--- src/rtl/mem_branch_resolve.sv ---
// MEM-stage branch resolution: combinational PCSrc/next_pc/flush plus
// registered last-taken flag and saturating branch statistics counters.
module mem_branch_resolve #(
    parameter int ADDR_W = 32,
    parameter int CNT_W  = 16
) (
    input  logic              clk,
    input  logic              rst,
    input  logic              branch,
    input  logic              zero,
    input  logic              branch_ne,
    input  logic              valid,
    input  logic [ADDR_W-1:0] pc_plus4,
    input  logic [ADDR_W-1:0] branch_target,
    output logic              PCSrc,
    output logic [ADDR_W-1:0] next_pc,
    output logic              flush,
    output logic              last_taken,
    output logic [CNT_W-1:0]  branch_cnt,
    output logic [CNT_W-1:0]  taken_cnt
);

    localparam logic [CNT_W-1:0] CNT_MAX = '1;

    logic cond;
    logic resolved;

    // NOTE: every signal assigned in always_comb gets a value on every path,
    // so no latch can be inferred.
    always_comb begin
        cond     = branch_ne ? ~zero : zero;
        resolved = branch & valid;
        PCSrc    = resolved & cond;
        next_pc  = PCSrc ? branch_target : pc_plus4;
        flush    = PCSrc;
    end

    // Reset has priority over a same-edge increment; counters stick at all-ones.
    // NOTE: sequential state uses non-blocking assignments only, so every
    // register samples the pre-edge values regardless of statement order.
    always_ff @(posedge clk) begin
        if (rst) begin
            last_taken <= 1'b0;
            branch_cnt <= '0;
            taken_cnt  <= '0;
        end else begin
            last_taken <= PCSrc;
            if (resolved && branch_cnt != CNT_MAX)
                branch_cnt <= branch_cnt + 1'b1;
            if (PCSrc && taken_cnt != CNT_MAX)
                taken_cnt <= taken_cnt + 1'b1;
        end
    end

endmodule

--- config.mk ---
export PLATFORM = sky130hd
export DESIGN_NAME = mem_branch_resolve
export DESIGN_NICKNAME = d
export VERILOG_FILES = /design/src/rtl/mem_branch_resolve.sv
export SDC_FILE = /design/constraint.sdc
export NUM_CORES = 1
export LEC_CHECK = 0
export CAP_MARGIN = 20
export CORE_MARGIN = 4
export CORE_UTILIZATION = 30
export DETAILED_ROUTE_END_ITERATION = 10
export GPL_TIMING_DRIVEN = 0
export PLACE_DENSITY = 0.71
export SLEW_MARGIN = 20
export SYNTH_ARGS = -nofsm -noshare
export SYNTH_HDL_FRONTEND = slang
export SYNTH_SLANG_ARGS = --single-unit
--- constraint.sdc ---
create_clock -name clk -period 3.15 [get_ports clk]
set_clock_uncertainty 0.15 [all_clocks]
set_input_delay 0.63 -clock clk [delete_from_list [all_inputs] [get_ports clk]]
set_output_delay 0.63 -clock clk [all_outputs]
set_load 0.01 [all_outputs]
* Word-level counts from Yosys, hierarchy flattened *
Index checks and enable logic that the tools add are counted.

cells by class
  $add $sub $neg = 2
  $mul = 0
  divide/modulo/power cells = 0
  order comparisons = 0
  equal/unequal tests = 2
  shifts and indexed selects = 0
  mux-type cells = 2
  bitwise operators = 3
  reduce and logical (&&, ||, !) cells = 2

operators by type and width
  kind                                           number
  adder 16 x 1 -> 16 bit, second input constant  2
  two-way mux 32 bit                             1
  inequality test 16 bit, second input constant  2
  bitwise AND 1 bit                              2
  logical AND 1 bit                              2
  two-way mux 1 bit                              1
  inverter 1 bit                                 1

word-level totals
  bits in registers = 33
  latch bits = 0
  memory bits (writable) = 0
  memory bits (read-only) = 0
  memories = 0

* Longest topological paths before layout *
  depth after elaboration = 4
  gate-level depth with buffers = 7
  gate-level depth less buffers = 5

* Worst setup path before layout *
Ideal clock, no wire load.

  path type = input port to output port
  from = input branch_ne
  to = output next_pc[12]
  arrival = 1.911 ns
  setup slack = 0.459 ns
  stages = 7
  path through = xor2_1 > nand3_1 > clkbuf_1 > clkbuf_1 > buf_1 > nand2_1 > nand2_1

on the way
  cells in the longest elaborated chain, start to end = 3

RTL lines
  what                RTL line  text
  from (decl)         11        input logic branch_ne,
  two-way mux 1 bit   31        cond = branch_ne ? ~zero : zero;
  bitwise AND 1 bit   33        PCSrc = resolved & cond;
  two-way mux 32 bit  34        next_pc = PCSrc ? branch_target : pc_plus4;
  to (decl)           16        output logic [ADDR_W-1:0] next_pc,

Every way passes these cells.

* Worst setup path in the final report *
  from = input branch
  to = output next_pc[12]

on the way
  cells in the longest elaborated chain, start to end = 3

RTL lines
  what                RTL line  text
  from (decl)         9         input logic branch,
  bitwise AND 1 bit   32        resolved = branch & valid;
  bitwise AND 1 bit   33
  two-way mux 32 bit  34

Every way passes these cells.

==> impl_summary.txt <==
----------------------------------------------------
[Synth]
  Synth unique cells ... 34
  Cells taking the most area after synthesis ... sky130_fd_sc_hd__dfxtp_1, sky130_fd_sc_hd__nand2_1, sky130_fd_sc_hd__or4_1
  EDFF count, synth ... 0
  Part of the Yosys area used for sequential elements ... 31.3%
  Net count after synthesis ... 382
  Cell count after synthesis ... 310
  Cell area after synthesis ... 0.00211 sq mm
  Top flip-flop cell by instance count after synthesis ... sky130_fd_sc_hd__dfxtp_1
  Ys async rst share ... 0%
  Number of warnings issued by yosys ... 0
  Syn avg cell area ... 6.81 sq um
  Top cell type's share of synthesized area ... 31.3%
  Flip-flop and latch count after synthesis ... 33
  Cell type with the highest aggregate area in the netlist ... sky130_fd_sc_hd__dfxtp_1

[Cells and area]
  Combined flip-flop and latch cell area ... 661 sq um
  Ratio of cells with drive above 1 in the final layout ... 9.35%
  Inserted Diodes ... 0
  Commonest cells after routing, fill and taps aside ... sky130_fd_sc_hd__nand2_1, sky130_fd_sc_hd__clkdlybuf4s50_1, sky130_fd_sc_hd__dlygate4sd2_1, sky130_fd_sc_hd__dfxtp_1, sky130_fd_sc_hd__a21oi_1
  Layout Area Growth over Synthesis ... 78.8%
  Post-route non-filler standard cell count ... 556
  Net count of the finished layout ... 532
  Most frequent standard cell in the layout excluding fill and tap cells ... sky130_fd_sc_hd__nand2_1
  Number of fill cells ... 693
  Post-layout util ... 55.3%
  Area taken by multi-input logic gates ... 0.00139 sq mm

[Die]
  Full die area ... 0.00845 sq mm
  Starting density of the core ... 30.9%
  Count of standard-cell rows ... 30
  Area of the core ... 0.00683 sq mm
  IO Pins ... 137
  Die Span Y ... 91.9 um
  Die Span X ... 91.9 um

[Clocking]
  Clock buffer count from CTS ... 5
  Clock net sink count ... 33
  Register clock-pin slew on the reported worst setup and hold paths ... 60 ps
  Clock latency at the later pin of the worst-skew pair ... 280 ps
  Number of levels in the clock H-tree ... 2
  Number of buffers on the longest clock path ... 2
  CTS tree ... built
  Hold buffer count at cts ... 0
  Cell chosen for the clock root ... sky130_fd_sc_hd__clkbuf_8

[Power and ir drop]
  Net load switching power ... 0.253 mW
  Max IR drop VDD ... 0.259 mV
  Cell-internal power ... 0.743 mW
  Fraction of power spent switching nets ... 25.4%
  Total power ... 0.996 mW
  Standby leakage power ... 1.50 nW
  Part of the total power dissipated in sequential elements ... 42.5%
  Power per Cell Area ... 264 mW/mm^2
  Part of the power in combinational logic ... 25.3%
  Clock power share ... 32.3%

[Placement]
  Final estimated routing congestion in global placement ... 0.820
  Post-DP HPWL ... 5.98 mm
  Cell total after placement ... 542
  Place WS ... -934 ps
  Total of buffers placed on input and output ports ... 136

[Timing]
  Final Hold Slack ... 370 ps
  PnR worst setup slack ... 223 ps
  Shortest clock period the worst path allows after layout ... 2930 ps
  Highest attainable clock frequency ... 342 MHz
  Transition time at the pin with the least slew margin ... 725 ps
  Number of setup violations in the final report ... 0
  Final worst-path cycle share ... 92.9%
  Final Hold Viols ... 0
  Setup repair after global routing missed its margin ... no
  Number of pins with negative max-slew slack in the final report ... 0
  Rel. slew slack ... 51.3%

[Worst setup path]
  Depth of the worst register-to-register path ... 6
  Worst flop-to-flop path endpoint ... taken_cnt[10]
  Worst EP arrival ... 2150 ps
  Start point of the critical path ... branch
  Launching element type of the critical path ... input pin
  Worst endpoint required time ... 2370 ps
  Setup slack of the worst register-to-register path ... 830 ps
  Maximum fanout count along the critical path ... 10
  CP endpoint ... next_pc[12]
  R2r startpoint ... taken_cnt[0]
  Kind of end point of the critical path ... primary output
  Kind of critical path ... in -> out

[Global routing]
  Grt ovf ... 0
  Number of antenna violations at the first check in global routing ... 0
  Wire length of the first global-routing pass ... 12.4 mm
  Gr usage total ... 17.8%
  Vias in the first global route ... 2,546
  Largest net degree at the start of global routing ... 11

[Drt]
  Total routed wirelength ... 7.72 mm
  Count of routing violations after the opening detailed-route iteration ... 116
  Via count normalized by instance count ... 4.90
  Via total after detailed routing ... 2,724
  Number of iterations in the first detailed-routing pass ... 4
  Final routed DRC violation total ... 0
  Final routed wire length divided by cell count ... 13.9 um
  Final ANT Viol Nets ... 0

[Min path]
  Worst min-delay path class ... reg -> reg

[Outcome]
  Outcome ... completed

[Job]
  Max-capacitance violation count ... 0

----------------------------------------------------
[routing by layer]
metal,vias to the layer above,GRT usage [%],wire [um]
li1,1388,-,-
met5,-,0,0
met1,1218,21.2,3260
met2,104,31.2,3730
met3,14,3.86,548
met4,0,6.68,184
[cell families after synthesis]
kind of cell             synth area share [%]
multiplexers                             4.80
AND/OR/NAND/NOR                          46.3
XOR/XNOR                                0.415
buffers and inverters                    3.97
flip-flops                               31.3
AO/OA/AOI/OAI                            12.1
adder cells (fa/ha/maj)                  1.18
[repair_timing]
item,CTS,global route
buffers inserted,4,2
cloned,1,0
resized for setup,56,4
endpoints found under the setup margin,34,11
pin swaps,2,2
[power groups by stage]
stage	logic, mW	clock network (mW)	registers [mW]
4_1_cts	0.250	0.331	0.423
3_5_place_dp	0.262	0	0.432
3_3_place_gp	0.259	0	0.432
2_1_floorplan	0.0820	0	0.433
6_report	0.252	0.321	0.423
5_1_grt	0.275	0.349	0.423
[worst min path at each step]
stage / end / slack [ps] / from / cells past startpoint
after global routing: taken_cnt[3] / 400 / taken_cnt[3] / 2
final: taken_cnt[3] / 370 / taken_cnt[3] / 2
after detailed placement: taken_cnt[3] / 370 / taken_cnt[3] / 2
after floorplan: branch_cnt[14] / 370 / branch_cnt[14] / 2
after global placement: taken_cnt[3] / 360 / taken_cnt[3] / 2
after CTS: taken_cnt[3] / 380 / taken_cnt[3] / 2
[critical path, cell delays in order]
cell,delay [ps]
sky130_fd_sc_hd__clkdlybuf4s50_1,510
sky130_fd_sc_hd__nand3_2,130
sky130_fd_sc_hd__buf_8,160
sky130_fd_sc_hd__clkbuf_8,160
sky130_fd_sc_hd__buf_4,170
sky130_fd_sc_hd__nand2_1,70
sky130_fd_sc_hd__nand2_1,50
sky130_fd_sc_hd__dlygate4sd2_1,280
[through the flow]
| step | instance area (sq um) | setup TNS (ps) |
|---|---|---|
| finish | 3780 | 0 |
| global placement | 3590 | -22940 |
| CTS | 3740 | 0 |
| global route | 3780 | 0 |
| floorplan | 2110 | 0 |
| detailed placement | 3590 | -25170 |
[synth_stat cells (all sizes together) (5+ instances only)]
| library cell | number |
|---|---|
| a21oi | 20 |
| buf | 5 |
| clkbuf | 11 |
| dfxtp | 33 |
| mux2 | 9 |
| nand2 | 110 |
| nand3 | 10 |
| nand4 | 10 |
| nor2 | 16 |
| nor2b | 9 |
| nor3 | 8 |
| nor4 | 10 |
| o21ai | 5 |
| o31ai | 13 |
| or3 | 5 |
| or4 | 15 |
[registers in the layout (all words and copies together), names as in the netlist]
name	cells
branch_cnt	16
taken_cnt	16
last_taken	1
[final cells by class]
| cell class | instances | share of cell area (%) |
|---|---|---|
| multi-input cells | 256 | 36.7 |
| repair buffers | 143 | 36.4 |
| flip-flops and latches | 33 | 17.5 |
| plain buffers | 16 | 3.25 |
| well taps | 96 | 3.18 |
| clock buffers | 7 | 2.29 |
| inverters | 5 | 0.630 |
No activity file was read; power rests on OpenSTA's default activity.
